### src/rtl/lif_layer_scheduler_if.sv
// lif_layer_scheduler_if: start/current/spike/debug-read bundle between aggregation logic and the LIF layer scheduler
interface lif_layer_scheduler_if #(
    parameter int N_NEURON = 8,
    parameter int IDX_W    = 3,
    parameter int V_SIZE   = 5
);
    logic                         start;
    logic [N_NEURON*V_SIZE-1:0]   current_in;
    logic                         busy;
    logic                         done;
    logic [N_NEURON-1:0]          spike_out;
    logic [IDX_W-1:0]             v_rd_idx;
    logic [V_SIZE-2:0]            v_rd_data;

    modport master (
        output start, current_in, v_rd_idx,
        input  busy, done, spike_out, v_rd_data
    );

    modport slave (
        input  start, current_in, v_rd_idx,
        output busy, done, spike_out, v_rd_data
    );
endinterface

### src/rtl/lif_layer_scheduler.sv
// lif_layer_scheduler: time-multiplexed saturating LIF update over one layer; LIF_SCHED_REFRACT_EN adds one-timestep refractory input suppression
module lif_layer_scheduler #(
    parameter int N_NEURON  = 8,
    parameter int IDX_W     = 3,
    parameter int V_SIZE    = 5,
    parameter int THRESHOLD = 8,
    parameter int V_LEAK    = 1
) (
    input logic                  clk,
    input logic                  rstn,
    lif_layer_scheduler_if.slave bus
);
    localparam int VW = V_SIZE - 1;
    localparam logic [VW-1:0]          INF  = '1;
    localparam logic signed [V_SIZE:0] LEAK = (V_SIZE+1)'(V_LEAK);
    localparam logic [VW:0]            TH   = (VW+1)'(THRESHOLD);

    typedef enum logic {IDLE, UPDATE} state_t;

    state_t                     state_q, state_d;
    logic [IDX_W-1:0]           idx_q, idx_d;
    logic [N_NEURON*V_SIZE-1:0] cur_q;
    logic [VW-1:0]              v_q [N_NEURON];
    logic [N_NEURON-1:0]        acc_q, acc_d, spike_q;
    logic                       done_q;
    logic                       last;
    logic signed [V_SIZE-1:0]   i_sel, p;
    logic signed [V_SIZE:0]     pl;
    logic [VW-1:0]              v_sel, u, rd_data;
    logic                       fire;
`ifdef LIF_SCHED_REFRACT_EN
    logic [N_NEURON-1:0]        refr_q;
`endif

    assign last = idx_q == IDX_W'(N_NEURON-1);

    // Pick the current and voltage of the neuron being updated this cycle
    always_comb begin
        i_sel = '0;
        v_sel = '0;
        for (int i = 0; i < N_NEURON; i++) begin
            if (idx_q == IDX_W'(i)) begin
                i_sel = cur_q[i*V_SIZE +: V_SIZE];
                v_sel = v_q[i];
`ifdef LIF_SCHED_REFRACT_EN
                if (refr_q[i]) i_sel = '0;
`endif
            end
        end
    end

    // Saturating integrate, leak, threshold; a positive-current wrap means overflow and pins to INF without leak
    always_comb begin
        p    = $signed({1'b0, v_sel}) + i_sel;
        pl   = {p[V_SIZE-1], p} - LEAK;
        u    = (!i_sel[V_SIZE-1] && p[V_SIZE-1]) ? INF :
               (p[V_SIZE-1] || pl[V_SIZE]) ? '0 : pl[VW-1:0];
        fire = {1'b0, u} >= TH;
    end

    // Spike vector of the timestep in flight, with the current neuron's bit merged in
    always_comb begin
        acc_d = acc_q;
        for (int i = 0; i < N_NEURON; i++)
            if (idx_q == IDX_W'(i)) acc_d[i] = fire;
    end

    // Next state: IDLE waits for start, UPDATE walks idx and returns after the last neuron
    always_comb begin
        state_d = (state_q == IDLE) ? (bus.start ? UPDATE : IDLE) : (last ? IDLE : UPDATE);
        idx_d   = (state_q == UPDATE && !last) ? idx_q + 1'b1 : '0;
    end

    // State register
    always_ff @(posedge clk) begin
        if (!rstn) begin
            state_q <= IDLE;
            idx_q   <= '0;
        end else begin
            state_q <= state_d;
            idx_q   <= idx_d;
        end
    end

    // Current latch, voltage file, spike collection and done pulse
    always_ff @(posedge clk) begin
        if (!rstn) begin
            cur_q   <= '0;
            acc_q   <= '0;
            spike_q <= '0;
            done_q  <= 1'b0;
            for (int i = 0; i < N_NEURON; i++) v_q[i] <= '0;
`ifdef LIF_SCHED_REFRACT_EN
            refr_q  <= '0;
`endif
        end else begin
            done_q <= state_q == UPDATE && last;
            if (state_q == IDLE && bus.start) cur_q <= bus.current_in;
            if (state_q == UPDATE) begin
                acc_q <= acc_d;
                if (last) spike_q <= acc_d;
                for (int i = 0; i < N_NEURON; i++) begin
                    if (idx_q == IDX_W'(i)) begin
                        v_q[i] <= fire ? '0 : u;
`ifdef LIF_SCHED_REFRACT_EN
                        refr_q[i] <= fire;
`endif
                    end
                end
            end
        end
    end

    // Debug voltage read; indices beyond the layer read as zero
    always_comb begin
        rd_data = '0;
        for (int i = 0; i < N_NEURON; i++)
            if (bus.v_rd_idx == IDX_W'(i)) rd_data = v_q[i];
    end

    assign bus.v_rd_data = rd_data;
    assign bus.busy      = state_q == UPDATE;
    assign bus.done      = done_q;
    assign bus.spike_out = spike_q;
endmodule

### src/flat_wrapper.sv
// flat-port wrapper written by rule: the top's interface ports become plain ports
module lif_layer_scheduler_flat 
#(
    parameter int N_NEURON  = 8,
    parameter int IDX_W     = 3,
    parameter int V_SIZE    = 5,
    parameter int THRESHOLD = 8,
    parameter int V_LEAK    = 1
)
  (clk, rstn, bus_start, bus_current_in, bus_v_rd_idx, bus_busy, bus_done, bus_spike_out, bus_v_rd_data);
  lif_layer_scheduler_if #(.N_NEURON(N_NEURON), .IDX_W(IDX_W), .V_SIZE(V_SIZE)) bus_i ();
  input logic clk;
  input logic rstn;
  input wire logic [$bits(bus_i.start)-1:0] bus_start;
  input wire logic [$bits(bus_i.current_in)-1:0] bus_current_in;
  input wire logic [$bits(bus_i.v_rd_idx)-1:0] bus_v_rd_idx;
  output wire logic [$bits(bus_i.busy)-1:0] bus_busy;
  output wire logic [$bits(bus_i.done)-1:0] bus_done;
  output wire logic [$bits(bus_i.spike_out)-1:0] bus_spike_out;
  output wire logic [$bits(bus_i.v_rd_data)-1:0] bus_v_rd_data;
  assign bus_i.start = bus_start;
  assign bus_i.current_in = bus_current_in;
  assign bus_i.v_rd_idx = bus_v_rd_idx;
  assign bus_busy = bus_i.busy;
  assign bus_done = bus_i.done;
  assign bus_spike_out = bus_i.spike_out;
  assign bus_v_rd_data = bus_i.v_rd_data;
  lif_layer_scheduler #(.N_NEURON(N_NEURON), .IDX_W(IDX_W), .V_SIZE(V_SIZE), .THRESHOLD(THRESHOLD), .V_LEAK(V_LEAK)) u_core (.clk(clk), .rstn(rstn), .bus(bus_i));
endmodule
### config.mk
export PLATFORM = sky130hd
export DESIGN_NAME = lif_layer_scheduler_flat
export DESIGN_NICKNAME = d
export VERILOG_FILES = /design/src/rtl/lif_layer_scheduler_if.sv /design/src/rtl/lif_layer_scheduler.sv /design/src/flat_wrapper.sv
export SDC_FILE = /design/constraint.sdc
export NUM_CORES = 1
export LEC_CHECK = 0
export CAP_MARGIN = 20
export CELL_PAD_IN_SITES_DETAIL_PLACEMENT = 0
export CELL_PAD_IN_SITES_GLOBAL_PLACEMENT = 1
export CORE_UTILIZATION = 38
export CTS_BUF_LIST = sky130_fd_sc_hd__clkbuf_16
export CTS_CLUSTER_SIZE = 20
export DETAILED_ROUTE_END_ITERATION = 8
export GPL_TIMING_DRIVEN = 0
export PLACE_DENSITY = 0.79
export SLEW_MARGIN = 20
export SYNTH_ARGS = -nofsm -noshare
export SYNTH_HDL_FRONTEND = slang
export SYNTH_SLANG_ARGS = --single-unit
export TNS_END_PERCENT = 30
### constraint.sdc
create_clock -name clk -period 3.6 [get_ports clk]
set_clock_uncertainty 0.05 [all_clocks]
set_input_delay 0.54 -clock clk [delete_from_list [all_inputs] [get_ports clk]]
set_output_delay 0.54 -clock clk [all_outputs]
set_load 0.005 [all_outputs]
==> results of run 1 <==
## state kept, by name, summed over array words and instances, names as in the netlist
signal and count:
u_core.bus.spike_out 8, u_core.bus.done 1, u_core.v_q 32, u_core.bus.busy 1, u_core.acc_q 7, u_core.idx_q 3
u_core.cur_q 40
## power by group
| part | internal [mW] | switching [mW] |
|---|---|---|
| clock network | 0.501 | 0.401 |
| registers | 1.14 | 0.0357 |
| logic | 0.252 | 0.281 |
| total | 1.89 | 0.717 |
## worst reg2reg max path: stages (launching register included)
cell       delay [ns]
dfxtp_4          0.37
inv_4            0.05
ha_4             0.18
buf_8            0.13
nor2b_1          0.12
o21ai_1          0.25
o2111ai_2        0.19
a21oi_2          0.17
ha_2             0.22
fa_2             0.46
or3_4            0.39
xor3_1           0.21
a21o_4           0.26
nor3_1           0.28
## cell type report
| cell class | count | area (sq um) | share of cell area |
|---|---|---|---|
| well taps | 147 | 184 | 0.0285 |
| flip-flops and latches | 92 | 2170 | 0.337 |
| multi-input cells | 393 | 2700 | 0.419 |
| clock inverters | 6 | 28.8 | 0.00446 |
| repair buffers | 84 | 830 | 0.129 |
| inverters | 12 | 57.6 | 0.00893 |
| plain buffers | 31 | 225 | 0.0349 |
| clock buffers | 10 | 250 | 0.0388 |
## through the flow
step / area [sq um] / setup TNS [ns] / utilization / hold slack, ns
final: 6450 / 0 / 0.537 / 0.396
after global routing: 6450 / -0.310 / 0.537 / 0.443
after CTS: 6090 / 0 / 0.507 / 0.404
after detailed placement: 5490 / -34.29 / 0.457 / 0.392
after global placement: 5490 / -30.65 / 0.457 / 0.383
after floorplan: 4730 / 0 / - / 0.383
## synth_stat cells, types with 5 or more instances
cell       count
o21ai_0       33
o2111ai_1      6
a21oi_1       30
and2_1         6
and3b_1        6
mux2_2         5
a22oi_1        5
inv_1         12
clkbuf_1      32
edfxtp_1      32
nor3_1        12
nand2_1      140
a21boi_0      40
nor2_1        12
a221oi_1       6
dfxtp_1       60
a32oi_1        7
and3_1         5
ha_1          13
nand2b_1       5
mux4_2         6
nor2b_1       17
## routing by layer
| metal | wire length (microns) | share of wire | GRT usage | vias to the layer above |
|---|---|---|---|---|
| li1 | - | - | - | 2035 |
| met1 | 6040 | 0.43 | 0.284 | 1994 |
| met2 | 6510 | 0.47 | 0.370 | 155 |
| met3 | 994 | 0.071 | 0.0412 | 30 |
| met4 | 368 | 0.026 | 0.101 | 0 |
| met5 | 0 | 0 | 0 | - |
## cells by family (layout without fill, tap and decap cells)
family / Yosys count / count (layout) / synth area share
mux: 13 / 13 / 0.0451
other cells: 1 / 8 / 0.000799
fa+ha+maj: 14 / 14 / 0.0389
flops: 92 / 92 / 0.461
buf+inv: 48 / 143 / 0.0405
xor+xnor: 4 / 4 / 0.0107
simple gates: 212 / 212 / 0.205
compound gates: 142 / 142 / 0.198
## worst paths after layout
path / start / to / slack, ns / cells past startpoint
worst max-delay path: u_core.idx_q[1] / u_core.v_q[0][18] / 0.07 / 13
worst min-delay path: u_core.bus.spike_out[7] / u_core.bus.spike_out[7] / 0.40 / 2
worst max register to register: u_core.idx_q[1] / u_core.v_q[0][18] / 0.07 / 13
worst min register to register: u_core.bus.spike_out[7] / u_core.bus.spike_out[7] / 0.40 / 2
## repair_timing
| action | in CTS | in global routing |
|---|---|---|
| endpoints found under the setup margin | 39 | 39 |
| cloned | 1 | 1 |
| setup buffers | 10 | 14 |
| pin swaps | 5 | 20 |
| resized for setup | 64 | 61 |
==> metrics.csv, run 1 <==
stage,metric,value,unit
worst_hold_path,Min-Delay Path Class,flop to flop,
yosys,Synth Flop Type,dfxtp_1,
routing,Residual DRC,0,
setup_path,Worst setup SP type,flop,
grt,initial antenna violation count,0,
yosys,asr flop ratio synth,0,
clocking,clock buffer count from CTS,9,
placed_design,PortBufs,58,
final_layout,fin cells,775,
die,die area,0.0128,sq mm
final_layout,"most common cell after layout, fill and taps aside",nand2_1,
clocking,hold_buf cts,0,
routing,vias,4214,
sta,worst-margin pin slew,0.709,ns
yosys,synthesized area per cell,8.92,sq um
final_layout,Filler Cell Count,1106,
yosys,post-synthesis sequential area ratio,0.461,
die,io pins,60,
sta,RSZ-0062 raised after global routing,true,
setup_path,"Cell Chain, Critical Path","inv_4, ha_4, buf_8, nor2b_1, o21ai_1, o2111ai_2, a21oi_2, ha_2, fa_2, or3_4, xor3_1, a21o_4, nor3_1",
setup_path,Worst path slowest cell,fa_2,
yosys,#FFs+latches synth,92,
setup_path,Buf/Inv on CP,2,
yosys,Synth top area share,0.256,
routing,initial DRC count,274,
setup_path,critical path class,flop to flop,
sta,relative slew slack,0.526,
grt,vias in the first global route,4150,
final_layout,"commonest cells after routing, fill and taps aside","nand2_1 (138), clkdlybuf4s50_1 (58), dfxtp_1 (57), a21boi_0 (40), edfxtp_1 (32)",
pwr,Pwr per Cell Area,404,mW/mm^2
routing,DRT Pass-1 Iters,5,
setup_path,"delay-heaviest family, CP",compound AO/OA/AOI/OAI gates,
final_layout,layout cells sized above 1,0.202,
final_layout,final net count,683,
placed_design,final HPWL from detailed placement,9720,microns
sta,highest clock rate,0.283,GHz
yosys,Syn Inst Count,526,
clocking,H-tree levels,3,
clocking,CTS Root Buffer Type,clkbuf_16,
setup_path,"Req. time, crit path",3.70,ns
final_layout,Ant. Diodes,0,
clocking,CTS tree,built,
grt,first-pass GRT wire length,21600,microns
yosys,YS warnings,0,
clocking,"CTS clk-pin slew, worst paths",0.07,ns
clocking,clock sink count,92,
sta,"Worst Setup Slack, final",0.0672,ns
pwr,Pleak,2.48,nW
sta,max-slew violation count,0,
placed_design,DP Cell Count,738,
pwr,Tot Pwr,2.61,mW
die,Die W,113,microns
routing,WL/cell,17.9,microns
setup_path,Worst Path Max Fanout,6,
grt,Overflow after GRT,0,
yosys,cell area after synthesis,0.00469,sq mm
placed_design,post-place setup slack,-1.02,ns
routing,Routed Antenna Nets,0,
final_layout,area grow syn2layout,37.4,%
setup_path,Max stage delay on crit path,0.46,ns
routing,routed vias/inst,5.44,
yosys,post-synth top area cell,dfxtp_1,
setup_path,Crit. End Element,flop,
die,Starting Density,0.391,
clocking,"Clk Latency, worst-skew pair",0.36,ns
sta,Fin. Hold Viols,0,
clocking,Clock Path Buffers,2,
die,total core area,0.0120,sq mm
placed_design,Final GP Congestion,0.861,
sta,min Tclk post-route,3.53,ns
sta,final setup fails,0,
grt,total track usage,0.223,
status,outcome,finished clean,
pwr,Max VDD drop,0.197,mV
yosys,Netlist cell types,42,
flow_run,Max Cap Viol,0,
yosys,Post-synth EDFFs,32,
sta,fin crit share,0.981,
routing,WL final,13900,microns
die,Die Ht,113,microns
setup_path,Worst EP arrival,3.64,ns
grt,largest net degree at the start of global routing,15,
die,Rows,40,
yosys,"top cells by area, synth","dfxtp_1 (26%), edfxtp_1 (20%), nand2_1 (11%)",
(Power assumes the default switching activity.)
==> run 2, diff against run 1 <==
==> constraint.sdc (replaced) <==
create_clock -name clk -period 3.1 [get_ports clk]
set_clock_uncertainty 0.05 [all_clocks]
set_input_delay 0.465 -clock clk [delete_from_list [all_inputs] [get_ports clk]]
set_output_delay 0.465 -clock clk [all_outputs]
set_load 0.005 [all_outputs]
==> run 2 against run 1 <==
  * Die area unchanged
  * Count of clock-buffer cells in the layout shrank 1
  * Clock power is 21% higher
  * The run now ends with negative setup slack left
  * Via count up 1.3%
  * Sequential power increased by 16%
  * Fmax barely moved
  * Largest cell class unchanged
  * Routed wire length increased by 1.2%
  * Setup slack worse by 0.50 ns
  * Critical endpoint is now u_core.v_q[0][2]
  * Combinational power grew 29%
  * Critical path depth grew 1
==> metrics.csv, run 2 (synthesis results as in run 1) <==
stage,metric,value,unit,change
routing,WL met2,6830,microns,+4.9%
sta,final setup fails,39,,+39
setup_path,"Cell Chain, Critical Path","buf_6, ha_4, clkbuf_16, buf_6, o21ai_0, o2111ai_1, a21oi_2, ha_2, fa_2, or3_4, xor3_1, a21o_4, buf_8, nor3_4",,
placed_design,post-place setup slack,-0.885,ns,+0.137 ns
routing,DRT Pass-1 Iters,5,,unchanged
routing,WL final,14100,microns,+1.2%
pwr,Max VDD drop,0.320,mV,+63%
final_layout,layout cells sized above 1,0.214,,+0.0114
final_layout,Filler Cell Count,1064,,-3.8%
clocking,"Clk Latency, worst-skew pair",0.35,ns,about the same
routing,M1 WL,6060,microns,+0.41%
routing,WL/cell,18.1,microns,+0.70%
sta,RSZ-0062 raised after global routing,true,,
final_layout,area grow syn2layout,39.2,%,
die,die area,0.0128,sq mm,unchanged
clocking,clock buffer count from CTS,9,,unchanged
setup_path,Worst EP arrival,3.67,ns,+0.03 ns
routing,Residual DRC,0,,unchanged
pwr,Pwr per Cell Area,481,mW/mm^2,+19%
die,Die W,113,microns,unchanged
die,total core area,0.0120,sq mm,unchanged
routing,initial DRC count,304,,+11%
routing,routed vias/inst,5.48,,+0.74%
sta,relative slew slack,0.532,,+0.00540
clocking,CTS tree,built,,
sta,fin crit share,1.14,,+0.157
setup_path,Worst setup SP type,flop,,
die,Die Ht,113,microns,unchanged
final_layout,"commonest cells after routing, fill and taps aside","nand2_1 (138), clkdlybuf4s50_1 (58), dfxtp_1 (57), a21boi_0 (40), edfxtp_1 (32)",,
flow_run,Max Cap Viol,0,,unchanged
clocking,Clock Path Buffers,2,,unchanged
routing,top sig layer,met4,,
grt,Overflow after GRT,0,,unchanged
final_layout,Biggest register,u_core.cur_q,,
status,outcome,"finished, violations left",,
sta,highest clock rate,0.283,GHz,about the same
final_layout,design area,0.00653,sq mm,+1.3%
routing,vias,4267,,+1.3%
sta,"Worst Setup Slack, final",-0.429,ns,-0.497 ns
placed_design,PortBufs,58,,unchanged
final_layout,Seq. cell area,0.00217,sq mm,unchanged
setup_path,most frequent CP cell,buf_6,,
clocking,H-tree levels,3,,unchanged
sta,max-slew violation count,0,,unchanged
sta,min Tclk post-route,3.53,ns,-0.00348 ns
setup_path,Crit. End Element,flop,,
status,failing checks,negative setup slack,,
die,io pins,60,,unchanged
routing,Routed Antenna Nets,0,,unchanged
worst_hold_path,Min-Delay Path Class,flop to flop,,
sta,worst-margin pin slew,0.701,ns,-0.00809 ns
setup_path,Max stage delay on crit path,0.45,ns,about the same
die,Rows,40,,unchanged
grt,vias in the first global route,4244,,+2.3%
setup_path,Worst path slowest cell,fa_2,,
final_layout,"most common cell after layout, fill and taps aside",nand2_1,,
die,Starting Density,0.391,,unchanged
grt,first-pass GRT wire length,22200,microns,+2.6%
placed_design,final HPWL from detailed placement,9880,microns,+1.7%
clocking,"CTS clk-pin slew, worst paths",0.07,ns,about the same
final_layout,final net count,687,,+0.59%
pwr,Pleak,2.49,nW,+0.55%
final_layout,max FFs per register,40,,unchanged
pwr,Tot Pwr,3.14,mW,+20%
placed_design,Final GP Congestion,0.871,,+1.2%
clocking,clock sink count,92,,unchanged
final_layout,Ant. Diodes,0,,unchanged
sta,Fin. Hold Viols,0,,unchanged
setup_path,critical path class,flop to flop,,
grt,initial antenna violation count,0,,unchanged
clocking,CTS Root Buffer Type,clkbuf_16,,
grt,total track usage,0.229,,+0.00558
sta,Post-Route Setup TNS,-13.47,ns,-13.47 ns
placed_design,Area after DPL,0.00563,sq mm,+2.5%
routing,met3 wire length,952,microns,-4.2%
grt,largest net degree at the start of global routing,16,,+1
setup_path,"Req. time, crit path",3.24,ns,-0.46 ns
setup_path,Worst Path Max Fanout,9,,+3
final_layout,area of the multi-input gates,0.00275,sq mm,+1.7%
[run 2: changes by cell type in the layout (fill, tap and decap cells not counted), moves of 3 or more]
| cell | before | now |
|---|---|---|
| buf_2 | 4 | 1 |
| buf_6 | 4 | 8 |
| o21ai_1 | 4 | 12 |
| nor3_1 | 4 | 0 |
| clkbuf_8 | 0 | 3 |
| o21ai_0 | 26 | 19 |
[run 2: routing by layer]
metal / track usage / vias to the layer above
li1: - / 2051
met1: 0.292 / 2054
met2: 0.384 / 145
met3: 0.0595 / 17
met4: 0.0632 / 0
met5: 0 / -
[run 2: cell type report]
class / count / area share
Inverter: 12 / 0.00881
Buffer: 32 / 0.0393
Clock buffer: 9 / 0.0345
Sequential cell: 92 / 0.333
Tap cell: 147 / 0.0282
Timing Repair Buffer: 87 / 0.126
Multi-Input combinational cell: 393 / 0.420
Clock inverter: 7 / 0.00996
[run 2: where the power goes]
part	switching (mW)	internal, mW
registers	0.0426	1.32
logic	0.366	0.323
clock network	0.469	0.620
total	0.877	2.26
[run 2: critical path, delay by kind of cell (launching register included)]
kind	cells	cell delay, ns
adders and majority gates	3	0.82
AOI/OAI and AO/OA	4	0.88
xor gates and xnor gates	1	0.22
DFF	1	0.36
and+or+nand+nor	2	0.51
buffers and inverters	4	0.54
[run 2: metrics by stage]
| stage | cells | utilization | hold slack, ns |
|---|---|---|---|
| final | 779 | 0.544 | 0.398 |
| after CTS | 770 | 0.523 | 0.400 |
| after global placement | 738 | 0.469 | 0.385 |
| after global routing | 779 | 0.544 | 0.437 |
| after floorplan | 533 | - | 0.374 |
| after detailed placement | 738 | 0.469 | 0.385 |
[run 2: path summary, 6_finish.rpt]
| path | startpoint | to | slack (ns) | cells after the start |
|---|---|---|---|---|
| worst max-delay path | u_core.idx_q[1] | u_core.v_q[0][2] | -0.43 | 14 |
| worst max register to register | u_core.idx_q[1] | u_core.v_q[0][2] | -0.43 | 14 |
| worst min register to register | u_core.bus.spike_out[7] | u_core.bus.spike_out[7] | 0.40 | 2 |
| worst min-delay path | u_core.bus.spike_out[7] | u_core.bus.spike_out[7] | 0.40 | 2 |
[run 2: timing repair]
action / in CTS / in global routing
setup buffers: 17 / 11
pin swaps: 23 / 24
endpoints found under the setup margin: 39 / 43
resized for setup: 62 / 45
hold buffers: 0 / 0
cloned: 1 / 0
